`config.mk`:
```
export PLATFORM = sky130hd
export DESIGN_NAME = fetch_stage_flat
export DESIGN_NICKNAME = d
export VERILOG_FILES = /design/src/rtl/fetch_stage_if.sv /design/src/rtl/fetch_stage.sv /design/src/flat_wrapper.sv
export SDC_FILE = /design/constraint.sdc
export NUM_CORES = 1
export LEC_CHECK = 0
export ABC_AREA = 1
export CORE_ASPECT_RATIO = 0.5
export CORE_MARGIN = 2
export CORE_UTILIZATION = 50
export DETAILED_ROUTE_END_ITERATION = 6
export HOLD_SLACK_MARGIN = 0.03
export PLACE_DENSITY_LB_ADDON = 0.25
export SLEW_MARGIN = 5
export SYNTH_ARGS = -nofsm -noshare
export SYNTH_HDL_FRONTEND = slang
export SYNTH_SLANG_ARGS = --single-unit
```
`constraint.sdc`:
```
create_clock -name clk -period 1.8 [get_ports clk]
set_input_delay 0.27 -clock clk [delete_from_list [all_inputs] [get_ports clk]]
set_output_delay 0.27 -clock clk [all_outputs]
set_load 0.05 [all_outputs]
```
`src/rtl/fetch_stage_if.sv`:
```
// Bundle of instruction-memory, hazard-control and decode-packet signals
// between the fetch stage and the rest of the pipeline.
interface fetch_stage_if;
  logic [7:0] imem_addr;
  logic [7:0] imem_rdata;
  logic       stall_F;
  logic       flush_D;
  logic       pc_load;
  logic [7:0] pc_target;
  logic [7:0] instr_D;
  logic [7:0] imm_D;
  logic [7:0] pc_reg_D;
  logic [7:0] pc_plus_1_D;
  logic       valid_D;

  modport master (
    output imem_addr, instr_D, imm_D, pc_reg_D, pc_plus_1_D, valid_D,
    input  imem_rdata, stall_F, flush_D, pc_load, pc_target
  );

  modport slave (
    input  imem_addr, instr_D, imm_D, pc_reg_D, pc_plus_1_D, valid_D,
    output imem_rdata, stall_F, flush_D, pc_load, pc_target
  );
endinterface

```
`src/rtl/fetch_stage.sv`:
```
// Instruction fetch and IF/ID register: owns the PC, assembles one- and
// two-byte instructions into a single decode packet.
module fetch_stage #(
  parameter logic [3:0] TWO_BYTE_OP    = 4'd12,
  parameter logic [7:0] RESET_VEC_ADDR = 8'h00
) (
  input  logic          clk,
  input  logic          reset,
  fetch_stage_if.master bus
);

  typedef enum logic [1:0] {BOOT = 2'd0, FETCH = 2'd1, IMM = 2'd2} state_t;

  typedef struct packed {
    logic       valid;
    logic [7:0] instr;
    logic [7:0] imm;
    logic [7:0] pc_reg;
    logic [7:0] pc_plus_1;
  } packet_t;

  state_t     state_reg, state_next;
  logic [7:0] pc_reg, pc_next;
  logic [7:0] op_lat_reg, op_lat_next;
  logic [7:0] op_pc_reg, op_pc_next;
  packet_t    pkt_reg, pkt_next, pkt_adv;
  logic [7:0] pc_inc;
  logic       is_two_byte;

  assign pc_inc      = pc_reg + 8'd1;
  assign is_two_byte = (bus.imem_rdata[7:4] == TWO_BYTE_OP);
  assign bus.imem_addr = (state_reg == BOOT) ? RESET_VEC_ADDR : pc_reg;

  always_comb begin
    state_next  = state_reg;
    pc_next     = pc_reg;
    op_lat_next = op_lat_reg;
    op_pc_next  = op_pc_reg;
    pkt_next    = pkt_reg;
    pkt_adv     = '0;

    case (state_reg)
      BOOT: begin
        pc_next    = bus.imem_rdata;
        state_next = FETCH;
        pkt_next   = '0;
      end
      FETCH, IMM: begin
        // Packet a normal advance would write; an opcode-only fetch is a bubble
        if (state_reg == IMM)
          pkt_adv = '{valid: 1'b1, instr: op_lat_reg, imm: bus.imem_rdata,
                      pc_reg: op_pc_reg, pc_plus_1: pc_inc};
        else if (!is_two_byte)
          pkt_adv = '{valid: 1'b1, instr: bus.imem_rdata, imm: 8'h00,
                      pc_reg: pc_reg, pc_plus_1: pc_inc};

        if (bus.pc_load) begin
          pc_next     = bus.pc_target;
          state_next  = FETCH;
          op_lat_next = 8'h00;
        end else if (!bus.stall_F) begin
          pc_next = pc_inc;
          if (state_reg == IMM) begin
            state_next = FETCH;
          end else if (is_two_byte) begin
            op_lat_next = bus.imem_rdata;
            op_pc_next  = pc_reg;
            state_next  = IMM;
          end
        end

        if (bus.flush_D)
          pkt_next = '0;
        else if (!bus.stall_F)
          pkt_next = pkt_adv;
      end
      default: begin
        state_next = BOOT;
        pkt_next   = '0;
      end
    endcase
  end

  always_ff @(posedge clk) begin
    if (reset) begin
      state_reg  <= BOOT;
      pc_reg     <= 8'h00;
      op_lat_reg <= 8'h00;
      op_pc_reg  <= 8'h00;
      pkt_reg    <= '0;
    end else begin
      state_reg  <= state_next;
      pc_reg     <= pc_next;
      op_lat_reg <= op_lat_next;
      op_pc_reg  <= op_pc_next;
      pkt_reg    <= pkt_next;
    end
  end

  assign bus.valid_D     = pkt_reg.valid;
  assign bus.instr_D     = pkt_reg.instr;
  assign bus.imm_D       = pkt_reg.imm;
  assign bus.pc_reg_D    = pkt_reg.pc_reg;
  assign bus.pc_plus_1_D = pkt_reg.pc_plus_1;

endmodule

```
`src/flat_wrapper.sv`:
```
// flat-port wrapper written by rule: the top's interface ports become plain ports
module fetch_stage_flat 
#(
  parameter logic [3:0] TWO_BYTE_OP    = 4'd12,
  parameter logic [7:0] RESET_VEC_ADDR = 8'h00
)
  (clk, reset, bus_imem_addr, bus_instr_D, bus_imm_D, bus_pc_reg_D, bus_pc_plus_1_D, bus_valid_D, bus_imem_rdata, bus_stall_F, bus_flush_D, bus_pc_load, bus_pc_target);
  fetch_stage_if bus_i ();
  input  logic clk;
  input  logic reset;
  output wire logic [$bits(bus_i.imem_addr)-1:0] bus_imem_addr;
  output wire logic [$bits(bus_i.instr_D)-1:0] bus_instr_D;
  output wire logic [$bits(bus_i.imm_D)-1:0] bus_imm_D;
  output wire logic [$bits(bus_i.pc_reg_D)-1:0] bus_pc_reg_D;
  output wire logic [$bits(bus_i.pc_plus_1_D)-1:0] bus_pc_plus_1_D;
  output wire logic [$bits(bus_i.valid_D)-1:0] bus_valid_D;
  input wire logic [$bits(bus_i.imem_rdata)-1:0] bus_imem_rdata;
  input wire logic [$bits(bus_i.stall_F)-1:0] bus_stall_F;
  input wire logic [$bits(bus_i.flush_D)-1:0] bus_flush_D;
  input wire logic [$bits(bus_i.pc_load)-1:0] bus_pc_load;
  input wire logic [$bits(bus_i.pc_target)-1:0] bus_pc_target;
  assign bus_imem_addr = bus_i.imem_addr;
  assign bus_instr_D = bus_i.instr_D;
  assign bus_imm_D = bus_i.imm_D;
  assign bus_pc_reg_D = bus_i.pc_reg_D;
  assign bus_pc_plus_1_D = bus_i.pc_plus_1_D;
  assign bus_valid_D = bus_i.valid_D;
  assign bus_i.imem_rdata = bus_imem_rdata;
  assign bus_i.stall_F = bus_stall_F;
  assign bus_i.flush_D = bus_flush_D;
  assign bus_i.pc_load = bus_pc_load;
  assign bus_i.pc_target = bus_pc_target;
  fetch_stage #(.TWO_BYTE_OP(TWO_BYTE_OP), .RESET_VEC_ADDR(RESET_VEC_ADDR)) u_core (.clk(clk), .reset(reset), .bus(bus_i));
endmodule
```
==> metrics, run 1 <==
worst-case hold slack around 460 ps; max-slew violation count 0; count of nets left with antenna violations after detail routing 0; number of vias per cell after detailed routing between 5 and 6; largest vdd supply drop ~0.86 mV; total clock buffers created by CTS 9; stage delay of the slowest cell on the critical path 810 ps; pin slew with the least headroom to its limit roughly 610 ps; leading cell types in the layout, fill and taps excluded sky130_fd_sc_hd__nand2_1, sky130_fd_sc_hd__a21oi_1, sky130_fd_sc_hd__dfxtp_1, sky130_fd_sc_hd__nor2_1, sky130_fd_sc_hd__buf_4; average instance area after synthesis 6.998 um2; number of different library cells in the post-synthesis netlist 22; buffering stage count on the worst path with inverters included 1; clock root buffer sky130_fd_sc_hd__clkbuf_8; vias between 2000 and 3000; final hold vios 0; starting density of the core 53.31%; critical path arrival 1500 ps; critical path's top delay family buffers and inverters; power per unit of standard cell area around 1400 mW/mm2; area added between synthesis and finish 40.99%; final worst-path cycle share 98.08%; Mapped Nets 411; fraction of the yosys area taken by sequential cells between 40% and 50%; DP Worst Slack -161.8 ps; first-pass GRT wire length 12.97 mm; CTS tree built; detailed placer's ending HPWL 5.884 mm; number of ports placed on the die boundary 62; placed instance count around 520; required time reported for the critical path endpoint 1530 ps; maxcap violations 0; maximum operating frequency 566.4 MHz; Relative slew margins about three fifths; horizontal die dimension 108.0 um; clk buf depth 2; number of cell rows 18; leakage power summed over all cells between 1.5 and 2 nW; Max stage delay cell, worst path sky130_fd_sc_hd__clkdlybuf4s50_1; global-route usage over all layers 28.17%; clock slew seen by the registers of the worst setup and hold paths 70 ps; worst-path cell chain clkdlybuf4s50_1; number of filler cells placed in the layout 415; largest net degree at the start of global routing 23; Final #Nets 483; share of final-layout standard cells stronger than drive strength 1 16.63%; time the final worst path needs with I/O delays and setup 1765 ps; Vert. Die Dim 55.98 um; result of the run complete, no violations; classification of the worst-slack hold path flop to flop; drc violations 0; Clock Latency Late Sink 340 ps; clk sink count 59; Wirelength per Cell 15.62 um; final total power 5.388 mW; critical path class flop to output port; initial antenna violation count 0; synthesized cell area approximately 0.0027 mm2; Final setup viols 0; worst path setup slack after routing 34.59 ps; number of antenna repair diodes 0; via count of the first global-routing pass 2589; final clock skew 5.042 ps; DRT Wirelength about 8.3 mm; non-filler instance count after layout 533; YS warnings 0; critical path capture point type output port; startpoint class of the critical path flop; Cells after Synth between 300 and 400; CP max FO 2; number of synthesized register bits between 50 and 60; area of the core around 0.005 mm2; First DRT Iteration DRCs approximately 260; Port Buf Inserts a little over 60; most common library cell in the layout ignoring fill and taps sky130_fd_sc_hd__nand2_1; global placer's final weighted congestion 0.9136; count of TritonRoute iterations in the first routing pass 5; remaining global-route overflow 0; total die area 0.006043 mm2; maximum level of the CTS H-tree 3
cell families after synthesis:
group	after synthesis	share of synthesized area (%)
buffers and inverters	42	6.299
AND/OR/NAND/NOR	171	26.77
XOR/XNOR	1	0.3243
adder cells (fa/ha/maj)	4	1.853
AO/OA/AOI/OAI	109	21.03
flip-flops	59	43.72
report_power, final:
group | switching [mW] | leakage [nW] | internal, mW
registers | 0.188 | 0.479 | 1.48
logic | 1.43 | 1.14 | 0.773
clock network | 0.556 | 0.126 | 0.959
per-stage QoR:
step           cell area [um2]  setup TNS, ps  utilization, %
5_1_grt                   3809         -7.648           75.16
3_5_place_dp              3496          -1876           68.99
4_1_cts                   3749         -41.39           73.98
2_1_floorplan             2701              0               -
3_3_place_gp              3496          -1154           68.99
6_report                  3809              0           75.16
worst paths after layout:
| path | slack (ps) | depth (start not counted) | endpoint | start |
|---|---|---|---|---|
| setup / recovery | 30 | 1 | bus_pc_plus_1_D[1] | u_core.bus.pc_plus_1_D[1] |
| hold / removal | 460 | 2 | u_core.bus.pc_plus_1_D[2] | u_core.bus.pc_plus_1_D[2] |
| setup reg to reg | 130 | 9 | u_core.op_pc_reg[5] | u_core.state_reg[1] |
| hold reg to reg | 460 | 2 | u_core.bus.pc_plus_1_D[2] | u_core.bus.pc_plus_1_D[2] |
layer usage:
layer | vias up | global-route usage, % | part of all wire [%]
li1 | 1423 | - | -
met1 | 1365 | 41.62 | 44
met2 | 180 | 38.63 | 42
met3 | 31 | 9.016 | 12
met4 | 0 | 8.608 | 1.9
met5 | - | 0 | 0
final cells by class:
| cell class | count | area, um2 | area share, % |
|---|---|---|---|
| tap | 70 | 87.58 | 2.300 |
| sequential | 59 | 1181 | 31.01 |
| multi-input combinational | 285 | 1358 | 35.64 |
| inverter | 23 | 86.33 | 2.267 |
| clock buffer | 10 | 137.6 | 3.614 |
| timing repair buffer | 80 | 845.8 | 22.21 |
| clock inverter | 6 | 112.6 | 2.957 |
Yosys cell counts:
cell type / count / area (um2)
sky130_fd_sc_hd__xor2_1: 1 / 8.760
sky130_fd_sc_hd__buf_4: 1 / 7.510
sky130_fd_sc_hd__a21oi_1: 60 / 300.3
sky130_fd_sc_hd__inv_1: 15 / 56.30
sky130_fd_sc_hd__ha_1: 4 / 50.05
sky130_fd_sc_hd__dfxtp_1: 59 / 1181
sky130_fd_sc_hd__nor2_1: 57 / 214.0
sky130_fd_sc_hd__nor3_2: 1 / 10.01
sky130_fd_sc_hd__nand3_1: 24 / 120.1
sky130_fd_sc_hd__o21ai_1: 18 / 90.09
sky130_fd_sc_hd__inv_2: 8 / 30.03
sky130_fd_sc_hd__nor2_2: 1 / 6.260
sky130_fd_sc_hd__nand4_1: 3 / 18.77
sky130_fd_sc_hd__nand2_2: 1 / 6.260
sky130_fd_sc_hd__nand2_1: 80 / 300.3
sky130_fd_sc_hd__clkbuf_1: 9 / 33.78
sky130_fd_sc_hd__buf_2: 7 / 35.03
sky130_fd_sc_hd__nor3b_1: 2 / 15.01
sky130_fd_sc_hd__buf_1: 2 / 7.510
sky130_fd_sc_hd__o21ai_0: 29 / 145.1
sky130_fd_sc_hd__a21oi_4: 2 / 32.53
sky130_fd_sc_hd__nor3_4: 2 / 32.53
what timing repair did:
| item | CTS | global route |
|---|---|---|
| pin swaps | 0 | 2 |
| setup buffers | 0 | 2 |
| hold buffers | 0 | 0 |
| endpoints found under the setup margin | 5 | 27 |
| gates resized for setup | 1 | 13 |
Note: power is estimated with default switching activity, not from simulation.
==> run 2, diff against run 1 <==
Settings changed: ABC_AREA 1 to default, RECOVER_POWER from default to 100.
==> run 2 against run 1 <==
  * Sequential share of layout area shrank 0.99 points
  * Count of clock-buffer cells in the layout grew 1
  * Hold slack lost 26 ps
  * Setup slack lost 5.8 ps
  * Flip-flop and latch count is the same
  * Global-route usage shrank 2.0 points
  * Core utilization shrank 3.4 points
  * Highest routed layer unchanged
==> metrics, run 2 <==
most common library cell in the layout ignoring fill and taps sky130_fd_sc_hd__dfxtp_1; critical path arrival 1500 ps; synthesized cell area 0.002849 mm2; hold-critical path depth 3; worst-case hold slack 436.5 ps; vias 2680; number of cell rows 19; startpoint class of the critical path flop; Async S/R FF share, synth 0%; worst path setup slack after routing 28.81 ps; number of filler cells placed in the layout 420; maximum level of the CTS H-tree 3; via count of the first global-routing pass 2611; number of antenna repair diodes 0; Wirelength per Cell 16.41 um; total clock buffers created by CTS 9; number of different library cells in the post-synthesis netlist 45; fraction of the yosys area taken by sequential cells 41.46%; total die area ~0.0064 mm2; Total Neg Setup Slack 0 ps; average instance area after synthesis approximately 8.7 um2; CTS tree built; count of nets left with antenna violations after detail routing 0; required time reported for the critical path endpoint 1530 ps; maximum operating frequency 564.6 MHz; Port Buf Inserts 61; leading cell types in the layout, fill and taps excluded sky130_fd_sc_hd__dfxtp_1, sky130_fd_sc_hd__clkdlybuf4s50_1, sky130_fd_sc_hd__nor2_1, sky130_fd_sc_hd__buf_4; Clock Latency Late Sink 330 ps; global placer's final weighted congestion 0.8552; sequential cell area 0.001182 mm2; classification of the worst-slack hold path input port to flop; placed standard-cell area about 0.0037 mm2; area added between synthesis and finish 38.25%; number of synthesized flops with an enable pin 0; primary flip-flop cell chosen by synthesis mapping sky130_fd_sc_hd__dfxtp_1; final hold vios 0; Area contributors post-synth sky130_fd_sc_hd__dfxtp_1, sky130_fd_sc_hd__nor2b_1, sky130_fd_sc_hd__a221oi_1, sky130_fd_sc_hd__nor2_1, sky130_fd_sc_hd__mux2i_1; buffering stage count on the worst path with inverters included 1; YS warnings 0; Relative slew margins a little under three fifths; share of final-layout standard cells stronger than drive strength 1 18.83%; Util after Layout 71.72%; combined area of the multi-input logic cells 0.001562 mm2; largest net degree at the start of global routing 34; fraction of post-synthesis cell area in the top cell type by area 41.46%; Vert. Die Dim 57.38 um; starting density of the core 51.88%; clk sink count ~60; global-route usage over all layers 26.22%; Final setup viols 0; count of TritonRoute iterations in the first routing pass 4; placed instance count 463; final total power 3.882 mW; most common library cells after synthesis sky130_fd_sc_hd__dfxtp_1, sky130_fd_sc_hd__nor2_1, sky130_fd_sc_hd__nor2b_1, sky130_fd_sc_hd__nand2_1, sky130_fd_sc_hd__nor3_1; first-pass GRT wire length 12.85 mm; horizontal die dimension 110.8 um; Mapped Nets 353; largest vdd supply drop slightly above 0.7 mV; DP Worst Slack -222.2 ps; DRT Wirelength 7.910 mm; result of the run complete, no violations; fin area 0.003939 mm2; final clock skew roughly 4.1 ps; detailed placer's ending HPWL 5.667 mm; critical path capture point type output port; clk buf depth 2; setup repair after global routing missed its margin no; stage delay of the slowest cell on the critical path 820 ps; max-slew violation count 0; area of the core between 0.005 and 0.006 mm2; initial antenna violation count 0; maxcap violations 0; CP max FO 2; First DRT Iteration DRCs 189; critical path's top delay family buffers and inverters; reg2reg path depth 7; remaining global-route overflow 0; number of synthesized register bits 59; most common cell in the synthesized netlist sky130_fd_sc_hd__dfxtp_1; non-filler instance count after layout 482; drc violations 0; clock root buffer sky130_fd_sc_hd__clkbuf_16; time the final worst path needs with I/O delays and setup roughly 1800 ps; worst-path cell chain clkdlybuf4s50_1; number of ports placed on the die boundary 62; critical path class flop to output port; power per unit of standard cell area roughly 990 mW/mm2; clock slew seen by the registers of the worst setup and hold paths roughly 50 ps; library cell occupying the most area in the post-synthesis netlist sky130_fd_sc_hd__dfxtp_1; number of vias per cell after detailed routing approximately 5.6; hold bufs inserted after CTS 0; number of cells on the critical path 1; pin slew with the least headroom to its limit 643.2 ps; Cells after Synth 328; Max stage delay cell, worst path sky130_fd_sc_hd__clkdlybuf4s50_1; final worst-path cycle share just under 100%; leakage power summed over all cells 1.514 nW; Final #Nets ~430
run 2: cell families (layout without fill, tap and decap cells):
kind of cell    count (synthesis)  after routing  synth area share, %
compound gates                 68             68                17.08
xor+xnor                        6              6                1.845
fa+ha+maj                       4              4                1.757
simple gates                  144            144                28.02
mux                            13             13                4.655
buf+inv                        34            115                5.182
flops                          59             59                41.46
run 2: layout make-up:
type	instances	share of cell area, %
clock buffer	11	6.163
clock inverter	5	1.334
inverter	6	0.5718
multi-input combinational	235	39.64
sequential	59	30.02
tap	73	2.319
timing repair buffer	93	19.95
run 2: worst paths after layout:
check | from | to | slack [ps]
max | u_core.bus.pc_plus_1_D[4] | bus_pc_plus_1_D[4] | 30
min | bus_stall_F | u_core.bus.pc_reg_D[3] | 440
max reg2reg | u_core.state_reg[1] | u_core.pc_reg[7] | 90
min reg2reg | u_core.op_lat_reg[6] | u_core.op_lat_reg[6] | 470
run 2: repair_timing:
| action | 4_1_cts | 5_1_grt |
|---|---|---|
| endpoints found under the setup margin | 11 | 25 |
| gates resized for setup | 10 | 8 |
| buffers inserted | 0 | 3 |
run 2: layer usage:
metal / vias to the layer above / global-route usage [%] / share of wire (%)
li1: 1311 / - / -
met1: 1257 / 33.20 / 43
met2: 102 / 42.59 / 46
met3: 10 / 8.077 / 8.7
met4: 0 / 10.71 / 1.5
met5: - / 0 / 0
run 2: report_power, final:
group          internal (mW)  total (mW)  switching, mW
Combinational          0.337       0.772          0.435
Clock                   1.10        1.69          0.590
Sequential              1.36        1.42         0.0610
==> run 3, diff against run 2 <==
Settings changed: GPL_ROUTABILITY_DRIVEN from default to 0, TNS_END_PERCENT from default to 50.
==> run 3 against run 2 <==
  * Highest routed layer unchanged
  * Clock skew is 1.9 ps higher
  * Largest cell class unchanged
  * Power is 0.34% higher
  * First-iteration DRC count is 2.6% lower
==> metrics, run 3 (same netlist as run 2, synthesis figures left out) <==
result of the run complete, no violations; classification of the worst-slack hold path flop to flop; largest net degree at the start of global routing 34; time the final worst path needs with I/O delays and setup 1765 ps; count of nets left with antenna violations after detail routing 0; Total Neg Setup Slack 0 ps; most common library cell in the layout ignoring fill and taps sky130_fd_sc_hd__dfxtp_1; worst-case hold slack 459.9 ps; CTS tree built; DRT Wirelength around 7.9 mm; placed standard-cell area 0.003696 mm2; final hold vios 0; area added between synthesis and finish 40.10%; drc violations 0; total clock buffers created by CTS 9; number of filler cells placed in the layout about 410; leakage power summed over all cells 1.525 nW; final clock skew 6.038 ps; Port Buf Inserts 61; remaining global-route overflow 0; first-pass GRT wire length 12.63 mm; Wirelength per Cell 16.46 um; power per unit of standard cell area just under 1000 mW/mm2; critical path arrival 1500 ps; count of TritonRoute iterations in the first routing pass 5; number of ports placed on the die boundary 62; area of the core approximately 0.0055 mm2; Final setup viols 0; maximum operating frequency 566.5 MHz; share of final-layout standard cells stronger than drive strength 1 17.33%; reg2reg path depth 7; number of vias per cell after detailed routing approximately 5.7; leading cell types in the layout, fill and taps excluded sky130_fd_sc_hd__dfxtp_1, sky130_fd_sc_hd__clkdlybuf4s50_1, sky130_fd_sc_hd__nor2_1, sky130_fd_sc_hd__buf_4, sky130_fd_sc_hd__nor2b_1; global-route usage over all layers 25.13%; number of cell rows 19; Util after Layout between 70% and 80%; via count of the first global-routing pass 2554; critical path class flop to output port; Clk network pwr share 43.0%; clock root buffer sky130_fd_sc_hd__clkbuf_16; maximum level of the CTS H-tree 3; placed instance count 461; fin area ~0.004 mm2; hold-critical path depth 2; required time reported for the critical path endpoint around 1500 ps; initial antenna violation count 0; detailed placer's ending HPWL 5.472 mm; First DRT Iteration DRCs between 150 and 200; Relative slew margins 60.34%; hold bufs inserted after CTS 0; clk buf depth 2; Internal Power 2.817 mW; startpoint class of the critical path flop; part of the power in registers a little over a third; vias 2703; maxcap violations 0; clock slew seen by the registers of the worst setup and hold paths 50 ps; Vert. Die Dim 57.38 um; Clock Latency Late Sink around 320 ps; combinational power share around 21%; non-filler instance count after layout approximately 480; total die area 0.006354 mm2; final worst-path cycle share 98.07%; CP max FO 6; pin slew with the least headroom to its limit 597.4 ps; largest vdd supply drop 0.5581 mV; starting density of the core 51.88%; max-slew violation count 0; number of antenna repair diodes 0; Switching Fraction 27.70%; net switching power figure 1.079 mW; Final #Nets approximately 420; critical path capture point type output port; clk sink count between 50 and 60; horizontal die dimension 110.8 um
run 3: cell types whose count changed in the layout (fill, tap and decap cells not counted), moves of 3 or more:
cell and change:
sky130_fd_sc_hd__buf_12 +6, sky130_fd_sc_hd__o21ai_1 +3, sky130_fd_sc_hd__clkbuf_4 -6, sky130_fd_sc_hd__o21ai_0 -3, sky130_fd_sc_hd__buf_4 -4
run 3: power by group through the flow:
stage / logic (mW) / clock network [mW] / registers (mW)
detailed placement: 0.763 / 0 / 1.45
CTS: 0.782 / 1.69 / 1.42
global placement: 0.753 / 0 / 1.44
floorplan: 0.441 / 0 / 1.46
finish: 0.797 / 1.67 / 1.42
global route: 0.845 / 1.78 / 1.43
run 3: critical path, cell delays in order (launching register included):
cell	delay, ps
sky130_fd_sc_hd__dfxtp_1	360
sky130_fd_sc_hd__inv_1	90
sky130_fd_sc_hd__ha_4	190
sky130_fd_sc_hd__buf_4	160
sky130_fd_sc_hd__nor2b_1	200
sky130_fd_sc_hd__buf_12	170
run 3: final timing paths:
check / from / to / slack, ps
hold / removal: u_core.bus.imm_D[4] / u_core.bus.imm_D[4] / 460
setup reg to reg: u_core.state_reg[1] / u_core.pc_reg[7] / 70
setup / recovery: u_core.state_reg[1] / bus_imem_addr[3] / 30
hold reg to reg: u_core.bus.imm_D[4] / u_core.bus.imm_D[4] / 460
run 3: repair_timing:
item,4_1_cts,5_1_grt
setup buffers,0,0
setup endpoints to repair,13,37
resized for setup,5,8
run 3: final cells by class:
class                   instances  area, um2  area share [%]
well taps                      73      91.34           2.288
flip-flops and latches         59       1182           29.62
inverters                       6      22.52          0.5643
repair buffers                 88      832.0           20.85
clock inverters                 5      52.55           1.317
clock buffers                  11      242.7           6.082
multi-input cells             235       1568           39.28
run 3: metal layers:
metal  track usage (%)  part of all wire [%]  wire length (um)
met1             33.80                    46              3604
met2             41.37                    47              3655
met3             5.739                   6.2               486
met4             7.321                   1.3               105
met5                 0                     0                 0
run 3: through the flow:
| stage | power (mW) | setup WS [ps] |
|---|---|---|
| 2_1_floorplan | 1.903 | 12.19 |
| 3_3_place_gp | 2.196 | -85.59 |
| 3_5_place_dp | 2.210 | -172.6 |
| 4_1_cts | 3.892 | -20.70 |
| 5_1_grt | 4.052 | -4.393 |
| 6_report | 3.896 | 34.82 |
